--- src/rtl/trap_ctrl_pkg.sv ---
// trap_ctrl_pkg
// Shared constants and types for the machine-mode trap responder:
// CSR addresses, cause codes, exception bit indices, mstatus field
// positions, FSM state encoding and the small selector enums.
// No ports (package).

package trap_ctrl_pkg;

  // CSR addresses touched by the trap sequence
  localparam logic [11:0] CSR_MSTATUS = 12'h300;
  localparam logic [11:0] CSR_MTVEC   = 12'h305;
  localparam logic [11:0] CSR_MEPC    = 12'h341;
  localparam logic [11:0] CSR_MCAUSE  = 12'h342;

  // mcause values (interrupt flag in bit 31)
  localparam logic [31:0] CAUSE_ECALL_M   = 32'd11;
  localparam logic [31:0] CAUSE_TIMER_IRQ = 32'h8000_0007;

  // Bit positions inside the decode-stage exception vector
  localparam int EXC_MRET  = 0;
  localparam int EXC_ECALL = 1;

  // mstatus field positions
  localparam int MSTATUS_MIE    = 3;
  localparam int MSTATUS_MPIE   = 7;
  localparam int MSTATUS_MPP_LO = 11;
  localparam int MSTATUS_MPP_HI = 12;

  typedef enum logic [2:0] {
    ST_IDLE,
    ST_WR_MEPC,
    ST_WR_MCAUSE,
    ST_WR_MSTATUS,
    ST_MRET_MSTATUS,
    ST_JUMP
  } state_t;

  // Where the final redirect goes
  typedef enum logic {
    TGT_MTVEC,
    TGT_MEPC
  } tgt_sel_t;

  // Which mstatus transformation the helper sub-module applies
  typedef enum logic {
    MS_TRAP_ENTRY,
    MS_MRET
  } mstatus_mode_t;

endpackage

--- src/rtl/trap_ctrl_if.sv ---
// trap_ctrl_if
// Bundles the trap responder's pipeline/CSR-side signals.
//   exception_i  : decode exception vector (bit1 ecall, bit0 mret)
//   inst_addr_i  : PC of the instruction in decode
//   mtvec_i, mepc_i, mstatus_i : current CSR values
//   timer_irq_i  : level timer interrupt request
//   csr_we_o, csr_waddr_o, csr_wdata_o : CSR file write port
//   stallreq_o   : pipeline stall request
//   jump_flag_o, jump_addr_o : PC redirect
// Modports: master = surrounding pipeline/CSR file, slave = trap_ctrl.

interface trap_ctrl_if #(
  parameter int ADDR_WIDTH     = 32,
  parameter int DATA_WIDTH     = 32,
  parameter int CSR_ADDR_WIDTH = 12
);

  logic [DATA_WIDTH-1:0]     exception_i;
  logic [ADDR_WIDTH-1:0]     inst_addr_i;
  logic [DATA_WIDTH-1:0]     mtvec_i;
  logic [DATA_WIDTH-1:0]     mepc_i;
  logic [DATA_WIDTH-1:0]     mstatus_i;
  logic                      timer_irq_i;
  logic                      csr_we_o;
  logic [CSR_ADDR_WIDTH-1:0] csr_waddr_o;
  logic [DATA_WIDTH-1:0]     csr_wdata_o;
  logic                      stallreq_o;
  logic                      jump_flag_o;
  logic [ADDR_WIDTH-1:0]     jump_addr_o;

  modport master (
    output exception_i, inst_addr_i, mtvec_i, mepc_i, mstatus_i, timer_irq_i,
    input  csr_we_o, csr_waddr_o, csr_wdata_o, stallreq_o, jump_flag_o, jump_addr_o
  );

  modport slave (
    input  exception_i, inst_addr_i, mtvec_i, mepc_i, mstatus_i, timer_irq_i,
    output csr_we_o, csr_waddr_o, csr_wdata_o, stallreq_o, jump_flag_o, jump_addr_o
  );

endinterface

--- src/rtl/trap_ctrl_mstatus_next.sv ---
// trap_mstatus_next
// Combinational mstatus rewrite for trap entry and mret.
//   mstatus : current mstatus value
//   mode    : MS_TRAP_ENTRY or MS_MRET
//   next    : value to write back to mstatus
// Trap entry: MPIE <= MIE, MIE <= 0, MPP <= machine.
// mret:       MIE <= MPIE, MPIE <= 1, MPP left as is.

module trap_mstatus_next
  import trap_ctrl_pkg::*;
#(
  parameter int DATA_WIDTH = 32
) (
  input  logic [DATA_WIDTH-1:0] mstatus,
  input  mstatus_mode_t         mode,
  output logic [DATA_WIDTH-1:0] next
);

  // Start from the current value so untouched fields pass straight through
  always_comb begin
    next = mstatus;
    if (mode == MS_TRAP_ENTRY) begin
      next[MSTATUS_MPIE]                  = mstatus[MSTATUS_MIE];
      next[MSTATUS_MIE]                   = 1'b0;
      next[MSTATUS_MPP_HI:MSTATUS_MPP_LO] = 2'b11;
    end else begin
      next[MSTATUS_MIE]  = mstatus[MSTATUS_MPIE];
      next[MSTATUS_MPIE] = 1'b1;
    end
  end

endmodule

--- src/rtl/trap_ctrl.sv ---
// trap_ctrl
// Machine-mode trap responder. On ecall it writes mepc, mcause and
// mstatus one per cycle and then redirects to mtvec; on mret it rewrites
// mstatus and redirects to mepc. The pipeline is stalled throughout.
// Ports:
//   clk_i : clock
//   rst_i : asynchronous active-high reset
//   bus   : trap_ctrl_if.slave (exception inputs, CSR values, CSR write
//           port, stall request, PC redirect)
// Optional feature: define TRAP_TIMER_IRQ_EN to let a pending timer
// interrupt (with mstatus.MIE set) start the ecall-style sequence.

module trap_ctrl
  import trap_ctrl_pkg::*;
#(
  parameter int ADDR_WIDTH     = 32,
  parameter int DATA_WIDTH     = 32,
  parameter int CSR_ADDR_WIDTH = 12
) (
  input  logic       clk_i,
  input  logic       rst_i,
  trap_ctrl_if.slave bus
);

  state_t                state_q, state_d;
  tgt_sel_t              tgt_q, tgt_d;
  logic [ADDR_WIDTH-1:0] pc_q, pc_d;
  logic [DATA_WIDTH-1:0] cause_q, cause_d;

  logic                  ecall_req;
  logic                  mret_req;
  logic                  irq_req;
  logic                  trap_req;
  mstatus_mode_t         ms_mode;
  logic [DATA_WIDTH-1:0] ms_next;
  logic                  unused_bits;

  assign ecall_req = bus.exception_i[EXC_ECALL];
  assign mret_req  = bus.exception_i[EXC_MRET];

`ifdef TRAP_TIMER_IRQ_EN
  // Interrupt only counts when machine interrupts are globally enabled
  assign irq_req = bus.timer_irq_i & bus.mstatus_i[MSTATUS_MIE];
`else
  assign irq_req = 1'b0;
`endif

  assign trap_req = ecall_req | mret_req | irq_req;

  // Upper exception bits and the mtvec mode bits are deliberately ignored
  assign unused_bits = ^{bus.exception_i[DATA_WIDTH-1:2], bus.mtvec_i[1:0], bus.timer_irq_i};

  trap_mstatus_next #(
    .DATA_WIDTH(DATA_WIDTH)
  ) u_mstatus_next (
    .mstatus(bus.mstatus_i),
    .mode   (ms_mode),
    .next   (ms_next)
  );

  // State register plus the values captured when a trap is accepted
  always_ff @(posedge clk_i or posedge rst_i) begin
    if (rst_i) begin
      state_q <= ST_IDLE;
      tgt_q   <= TGT_MTVEC;
      pc_q    <= '0;
      cause_q <= '0;
    end else begin
      state_q <= state_d;
      tgt_q   <= tgt_d;
      pc_q    <= pc_d;
      cause_q <= cause_d;
    end
  end

  // Next-state logic; requests are only looked at in IDLE, ecall beats
  // mret, and a synchronous exception beats the timer interrupt
  always_comb begin
    state_d = state_q;
    tgt_d   = tgt_q;
    pc_d    = pc_q;
    cause_d = cause_q;
    unique case (state_q)
      ST_IDLE: begin
        if (ecall_req) begin
          state_d = ST_WR_MEPC;
          pc_d    = bus.inst_addr_i;
          cause_d = DATA_WIDTH'(CAUSE_ECALL_M);
          tgt_d   = TGT_MTVEC;
        end else if (mret_req) begin
          state_d = ST_MRET_MSTATUS;
          tgt_d   = TGT_MEPC;
        end else if (irq_req) begin
          state_d = ST_WR_MEPC;
          pc_d    = bus.inst_addr_i;
          cause_d = DATA_WIDTH'(CAUSE_TIMER_IRQ);
          tgt_d   = TGT_MTVEC;
        end
      end
      ST_WR_MEPC:      state_d = ST_WR_MCAUSE;
      ST_WR_MCAUSE:    state_d = ST_WR_MSTATUS;
      ST_WR_MSTATUS:   state_d = ST_JUMP;
      ST_MRET_MSTATUS: state_d = ST_JUMP;
      ST_JUMP:         state_d = ST_IDLE;
      default:         state_d = ST_IDLE;
    endcase
  end

  // Outputs decoded from the current state; mtvec/mepc are read live in
  // JUMP so they already reflect writes committed earlier in the sequence
  always_comb begin
    bus.csr_we_o    = 1'b0;
    bus.csr_waddr_o = '0;
    bus.csr_wdata_o = '0;
    bus.jump_flag_o = 1'b0;
    bus.jump_addr_o = '0;
    ms_mode         = MS_TRAP_ENTRY;
    bus.stallreq_o  = (state_q != ST_IDLE) | trap_req;
    unique case (state_q)
      ST_WR_MEPC: begin
        bus.csr_we_o    = 1'b1;
        bus.csr_waddr_o = CSR_ADDR_WIDTH'(CSR_MEPC);
        bus.csr_wdata_o = DATA_WIDTH'(pc_q);
      end
      ST_WR_MCAUSE: begin
        bus.csr_we_o    = 1'b1;
        bus.csr_waddr_o = CSR_ADDR_WIDTH'(CSR_MCAUSE);
        bus.csr_wdata_o = cause_q;
      end
      ST_WR_MSTATUS: begin
        ms_mode         = MS_TRAP_ENTRY;
        bus.csr_we_o    = 1'b1;
        bus.csr_waddr_o = CSR_ADDR_WIDTH'(CSR_MSTATUS);
        bus.csr_wdata_o = ms_next;
      end
      ST_MRET_MSTATUS: begin
        ms_mode         = MS_MRET;
        bus.csr_we_o    = 1'b1;
        bus.csr_waddr_o = CSR_ADDR_WIDTH'(CSR_MSTATUS);
        bus.csr_wdata_o = ms_next;
      end
      ST_JUMP: begin
        bus.jump_flag_o = 1'b1;
        if (tgt_q == TGT_MTVEC) begin
          bus.jump_addr_o = {bus.mtvec_i[ADDR_WIDTH-1:2], 2'b00};
        end else begin
          bus.jump_addr_o = bus.mepc_i[ADDR_WIDTH-1:0];
        end
      end
      default: ;
    endcase
  end

endmodule

--- src/flat_wrapper.sv ---
// flat-port wrapper written by rule: the top's interface ports become plain ports
module trap_ctrl_flat import trap_ctrl_pkg::*;
#(
  parameter int ADDR_WIDTH     = 32,
  parameter int DATA_WIDTH     = 32,
  parameter int CSR_ADDR_WIDTH = 12
)
  (clk_i, rst_i, bus_exception_i, bus_inst_addr_i, bus_mtvec_i, bus_mepc_i, bus_mstatus_i, bus_timer_irq_i, bus_csr_we_o, bus_csr_waddr_o, bus_csr_wdata_o, bus_stallreq_o, bus_jump_flag_o, bus_jump_addr_o);
  trap_ctrl_if #(.ADDR_WIDTH(ADDR_WIDTH), .DATA_WIDTH(DATA_WIDTH), .CSR_ADDR_WIDTH(CSR_ADDR_WIDTH)) bus_i ();
  input  logic clk_i;
  input  logic rst_i;
  input wire logic [$bits(bus_i.exception_i)-1:0] bus_exception_i;
  input wire logic [$bits(bus_i.inst_addr_i)-1:0] bus_inst_addr_i;
  input wire logic [$bits(bus_i.mtvec_i)-1:0] bus_mtvec_i;
  input wire logic [$bits(bus_i.mepc_i)-1:0] bus_mepc_i;
  input wire logic [$bits(bus_i.mstatus_i)-1:0] bus_mstatus_i;
  input wire logic [$bits(bus_i.timer_irq_i)-1:0] bus_timer_irq_i;
  output wire logic [$bits(bus_i.csr_we_o)-1:0] bus_csr_we_o;
  output wire logic [$bits(bus_i.csr_waddr_o)-1:0] bus_csr_waddr_o;
  output wire logic [$bits(bus_i.csr_wdata_o)-1:0] bus_csr_wdata_o;
  output wire logic [$bits(bus_i.stallreq_o)-1:0] bus_stallreq_o;
  output wire logic [$bits(bus_i.jump_flag_o)-1:0] bus_jump_flag_o;
  output wire logic [$bits(bus_i.jump_addr_o)-1:0] bus_jump_addr_o;
  assign bus_i.exception_i = bus_exception_i;
  assign bus_i.inst_addr_i = bus_inst_addr_i;
  assign bus_i.mtvec_i = bus_mtvec_i;
  assign bus_i.mepc_i = bus_mepc_i;
  assign bus_i.mstatus_i = bus_mstatus_i;
  assign bus_i.timer_irq_i = bus_timer_irq_i;
  assign bus_csr_we_o = bus_i.csr_we_o;
  assign bus_csr_waddr_o = bus_i.csr_waddr_o;
  assign bus_csr_wdata_o = bus_i.csr_wdata_o;
  assign bus_stallreq_o = bus_i.stallreq_o;
  assign bus_jump_flag_o = bus_i.jump_flag_o;
  assign bus_jump_addr_o = bus_i.jump_addr_o;
  trap_ctrl #(.ADDR_WIDTH(ADDR_WIDTH), .DATA_WIDTH(DATA_WIDTH), .CSR_ADDR_WIDTH(CSR_ADDR_WIDTH)) u_core (.clk_i(clk_i), .rst_i(rst_i), .bus(bus_i));
endmodule
--- config.mk ---
export PLATFORM = sky130hd
export DESIGN_NAME = trap_ctrl_flat
export DESIGN_NICKNAME = d
export VERILOG_FILES = /design/src/rtl/trap_ctrl_pkg.sv /design/src/rtl/trap_ctrl_if.sv /design/src/rtl/trap_ctrl_mstatus_next.sv /design/src/rtl/trap_ctrl.sv /design/src/flat_wrapper.sv
export SDC_FILE = /design/constraint.sdc
export NUM_CORES = 1
export LEC_CHECK = 0
export BUFFER_PORTS_ARGS = -buffer_cell sky130_fd_sc_hd__buf_2
export CORE_AREA = 3 3 93 95
export CTS_BUF_LIST = sky130_fd_sc_hd__clkbuf_8
export CTS_CLUSTER_SIZE = 28
export DETAILED_ROUTE_END_ITERATION = 16
export DIE_AREA = 0 0 96 98
export PLACE_DENSITY = 0.78
export SLEW_MARGIN = 15
export SYNTH_ARGS = -nofsm -noshare
export SYNTH_HDL_FRONTEND = slang
export SYNTH_HIERARCHICAL = 1
export SYNTH_SLANG_ARGS = --single-unit
--- constraint.sdc ---
create_clock -name clk_i -period 3.5 [get_ports clk_i]
set_clock_uncertainty 0.1 [all_clocks]
set_input_delay 0.175 -clock clk_i [delete_from_list [all_inputs] [get_ports clk_i]]
set_output_delay 0.175 -clock clk_i [all_outputs]
set_load 0.02 [all_outputs]
### Yosys cells after proc, flatten, opt, wreduce, memory -nomap -nowiden

Index checks and enable logic that the tools add are counted.

* output and inout port bits: 79
* logic and storage cells: 34
* flip-flop bits (word level): 37
* input port bits: 163

* eq/ne operators: 6
* multiplexer cells: 15
* bitwise operators: 2
* reduce and logical (&&, ||, !) cells: 7

Operators by type and width (number)
* $pmux W32 S3: 1
* $mux W32: 2
* $pmux W10 S3: 1
* $pmux W3 S4: 1
* $mux W1: 7
* $eq A3 B2 Y1 const B: 2
* $eq A3 B3 Y1 const B: 2
* $mux W3: 2
* $reduce_and A2 Y1: 2
* $reduce_or A4 Y1: 1
* $eq A3 B1 Y1 const B: 1
* $logic_not A3 Y1: 1
* $ne A3 B3 Y1 const B: 1
* $reduce_bool A3 Y1: 1
* $mux W2: 1
* $or A1 B1 Y1: 2
* $reduce_bool A2 Y1: 1
* $reduce_or A2 Y1: 1

### Logic depth before layout (Yosys ltp)

* word-level depth: 4
* gate-level depth with buffers: 6
* depth with buffers taken out: 4

### Hierarchy

Netlist, hierarchy kept.

By module, submodules not included
* trap_ctrl: area an instance 2834.0 um2, times used 1, cells each 287
* trap_mstatus_next: area an instance 236.5 um2, times used 1, cells each 32

### Worst setup path before layout

OpenSTA, ideal clock, no wires.

* kind: register to output
* from: register u_core.state_q[0]
* to: output port bus_csr_wdata_o[3]
* slack: 1.499 ns
* data arrival time: 1.726 ns
* stages on the path, launching flop included: 7
* cells stage by stage: dfrtp_1 buf_6 nor3b_2 buf_2 and2_2 mux2i_1 o21ai_0

* longest elaborated chain between the ends: 4
* elaborated cells between the ends (all ways): 8
* classes of those cells: eq/ne: 4; mux: 3; reduce/logical: 1

Ends and longest elaborated chain
* start, declared: RTL line trap_ctrl.sv:25 `state_t state_q, state_d;`
* start signal, assigned: RTL line trap_ctrl.sv:69 `state_q <= state_d;`
* $eq A3 B3 Y1: RTL line trap_ctrl.sv:119 `unique case (state_q)`
* $mux W1: RTL line trap_ctrl.sv:119
* net u_core.ms_mode: RTL line trap_ctrl.sv:34 `mstatus_mode_t ms_mode;`
* $mux W1: RTL line trap_ctrl_mstatus_next.sv:22 `if (mode == MS_TRAP_ENTRY) begin`
* net u_core.ms_next[3]: RTL line trap_ctrl.sv:35 `logic [DATA_WIDTH-1:0] ms_next;`
* $pmux W32 S3: RTL line trap_ctrl.sv:119
* end, declared: RTL line flat_wrapper.sv:20 `output wire logic [$bits(bus_i.csr_wdata_o)-1:0] bus_csr_wdata_o;`

The timed path passes the listed nets, and every way through them passes these cells.

### Final worst setup path

* from: register u_core.state_q[1]
* to: output port bus_jump_addr_o[29]

* longest elaborated chain between the ends: 2

Ends and longest elaborated chain
* $eq A3 B3 Y1: RTL line trap_ctrl.sv:119
* $mux W32: RTL line trap_ctrl.sv:119
* end, declared: RTL line flat_wrapper.sv:23 `output wire logic [$bits(bus_i.jump_addr_o)-1:0] bus_jump_addr_o;`

Every way passes these cells.

==> reports/qor.csv <==
stage;metric;value;unit
outcome;run_status;finished, violations left;
outcome;violations;negative hold slack;
pwr;cellLeakagePower;2.18;nW
floorplan;die-area;0.00941;mm2
clocking;cts_sinks;37;
pwr;p_sw;0.00158;W
logic_synthesis;synth_top_family_by_area;multiplexers;
logic_synthesis;netlist_area;0.00307;mm2
logic_synthesis;synth-edff-count;0;
sta;finalHoldViolations;22;
sta;rsz0062_at_grt;false;
logic_synthesis;synth_compound_area_share;6.36;%
pwr;p_seq_share;25.6;%
logic_synthesis;syn_avg_cell_area;9.63;um2
pwr;p_sw_share;47.1;%
clocking;clock_latency;290;ps
detailed_routing;via_per_inst;4.86;
setup_path;worst-path-buf-inv;3;
detailed_routing;vias;2870;
logic_synthesis;ys_seq_area_share;30.2;%
setup_path;critPathKind;flop to output pin;
sta;fin_crit;2910;ps
logic_synthesis;yosys_register_bits;37;
detailed_routing;wl_per_cell;15.7;um
setup_path;path_cells;buf_4, nand3b_1, buf_4, nor2_1, buf_2;
pwr;internal_power;0.00177;W
sta;worstMarginPinSlew;888;ps
setup_path;crit_top_cell;buf_4;
setup_path;cp-end-kind;output pin;
pwr;combPwrFrac;65.3;%
logic_synthesis;synth_fa_ha_area_share;0;%
logic_synthesis;yosysWarnings;6;
clocking;cts_buffers;5;
setup_path;cp-start-kind;flop;
floorplan;initial_core_util;39.3;%
sta;timing.final.crit_share;83.1;%
hold_path;hold_class;input port to async pin;
global_routing;antenna_found_initial;2;
clocking;cts_setup_buffers;0;
sta;maxSlewViolCount;0;
detailed_routing;detail_route.first_pass.iterations;4;
place;dpl.hpwl;7320;um
setup_path;max_stage_delay;650;ps
global_routing;grt_use_total;18.7;%
logic_synthesis;synthTopCellsByArea;dfrtp_1 (30%), mux2i_1 (20%), mux2_4 (14%), buf_4 (9.8%), o21ai_0 (5.7%);
place;io_buffers;201;
logic_synthesis;ys_types;30;
sta;relSlewSlack;40.8;%
clocking;htreeDepth;2;
logic_synthesis;synth_xor_area_share;0.856;%
clocking;ctsRootBufferMaster;clkbuf_8;
setup_path;crit_family;buffers and inverters;
pwr;power_frac_clock;9.1;%
logic_synthesis;synthArstFlopShare;100;%
sta;fin_ws;592;ps
floorplan;dieWidth;96;um
global_routing;grt_max_degree;35;
floorplan;die_h;98;um
layout;drive_gt1_share;52.2;%
detailed_routing;wl;9290;um
sta;setup_violations;0;
floorplan;core;0.00781;mm2
job;drv_cap;0;
global_routing;grt_overflow;0;
detailed_routing;postRouteAntennaNets;0;
logic_synthesis;yosysTopAreaCell;dfrtp_1;
logic_synthesis;synth-simple-area-share;12.2;%
pwr;ir_worst_vdd;0.363;mV
setup_path;slowest_stage;dfrtp_2;
global_routing;first_global_vias;2901;
pwr;powerDensity;841;mW/mm2
logic_synthesis;synth_flop_cell;dfrtp_1;
place;place_congestion;0.779;
sta;max_freq;344;MHz
place;pre_cts_ws;922;ps
logic_synthesis;yosysTopAreaCellShare;30.2;%
floorplan;rows;32;
sta;tns;0;ps
clocking;cts_buffer_depth;2;
clocking;tritoncts;built;
floorplan;pin_count;242;
setup_path;crit_arrival;2630;ps
global_routing;grt_pass1_wl;13800;um
sta;holdWs;-33.2;ps
logic_synthesis;synthesis.instances;319;
detailed_routing;first_iter_violations;83;
detailed_routing;remaining_drc_errors;0;
layout;syn_to_final_growth;29.7;%
logic_synthesis;synth_mux_area_share;35.4;%
layout;fin_nets;649;
setup_path;required;3220;ps
clocking;clkTransAtPathRegs;90;ps
setup_path;crit_fanout;22;
[sequential cells by signal, summed over array words and instances, names as in the netlist]
signal,count
u_core/state_q,3
u_core/tgt_q,1
u_core/cause_q,1
u_core/pc_q,32
[power by group through the flow]
stage               sequential (W)  clock, W  combinational (W)
finish                    0.000857  0.000305            0.00219
global route              0.000887  0.000331            0.00236
CTS                       0.000854  0.000316            0.00220
detailed placement        0.000858         0            0.00220
global placement          0.000844         0            0.00213
floorplan                 0.000735         0            0.00180
[Yosys cell counts, types with 2 or more instances]
cell      count
buf_12        3
inv_1         3
clkbuf_1      7
dfrtp_1      37
nor2_1       36
buf_2         6
a21oi_1       4
nand2b_1      4
nand2_1      31
xnor2_1       3
buf_4        40
o21ai_0      35
mux2_2        4
mux2i_1      62
and3_1        2
mux2_4       28
[cells in the final DEF (no fill, tap or decap)]
cell	count
buf_2	201
mux2i_1	62
nor2_1	36
dfrtp_1	36
o21ai_0	35
nand2_1	31
mux2_4	28
conb_1	7
buf_4	7
clkbuf_8	5
dlygate4sd3_1	5
nand2b_1	4
a21oi_1	4
mux2_2	4
xnor2_1	3
inv_1	3
and3_1	2
diode_2	1
clkinv_2	1
clkinvlp_4	1
inv_6	1
nor3_4	1
and2_4	1
or2_2	1
nor3b_4	1
nor4bb_1	1
nor3_1	1
nand3b_1	1
nor2b_1	1
dfrtp_2	1
and2_2	1
or2_1	1
[final cells by class]
type	count	area [um2]
antenna	1	2.50
timing repair buffer	213	1110
tap	102	128
clock inverter	3	21.3
inverter	3	11.3
clock buffer	5	68.8
fill	765	3820
multi-input combinational	226	1720
sequential	37	927
[per-layer routing]
metal	track usage (%)	part of all wire, %
met1	19.4	35
met4	5.14	1.6
met5	0	0.14
met2	36.3	55
met3	4.31	8.4
[repair_timing]
item	4_1_cts	5_1_grt
gates resized for setup	0	0
hold endpoints to repair	4	1
hold buffers	4	1
[path summary, 6_finish.rpt]
check | start | end | slack [ps] | cells after the start
max in group asynchronous | rst_i | u_core/pc_q[27] | 2590 | 3
min in group clk_i | bus_inst_addr_i[4] | u_core/pc_q[4] | 10 | 2
setup / recovery | u_core/state_q[1] | bus_jump_addr_o[29] | 590 | 5
setup reg to reg | u_core/state_q[1] | u_core/pc_q[23] | 1340 | 3
hold reg to reg | u_core/cause_q[0] | u_core/cause_q[0] | 370 | 1
hold / removal | rst_i | u_core/pc_q[5] | -30 | 2
[cells by family after synthesis]
logic type / after synthesis
xor gates and xnor gates: 3
and+or+nand+nor: 83
DFF: 37
other: 1
buffers and inverters: 62
AOI/OAI and AO/OA: 39
muxes: 94
[through the flow]
stage	utilization [%]	hold WS, ps	power, W	std cells	area [um2]
global placement	49.2	307	0.00298	576	3840
floorplan	-	214	0.00253	325	3090
finish	51.0	-33.2	0.00335	590	3980
CTS	50.8	0.0181	0.00337	588	3970
global route	51.0	3.47	0.00358	590	3980
detailed placement	49.2	310	0.00305	576	3840
No activity file was read; power rests on OpenSTA's default activity.
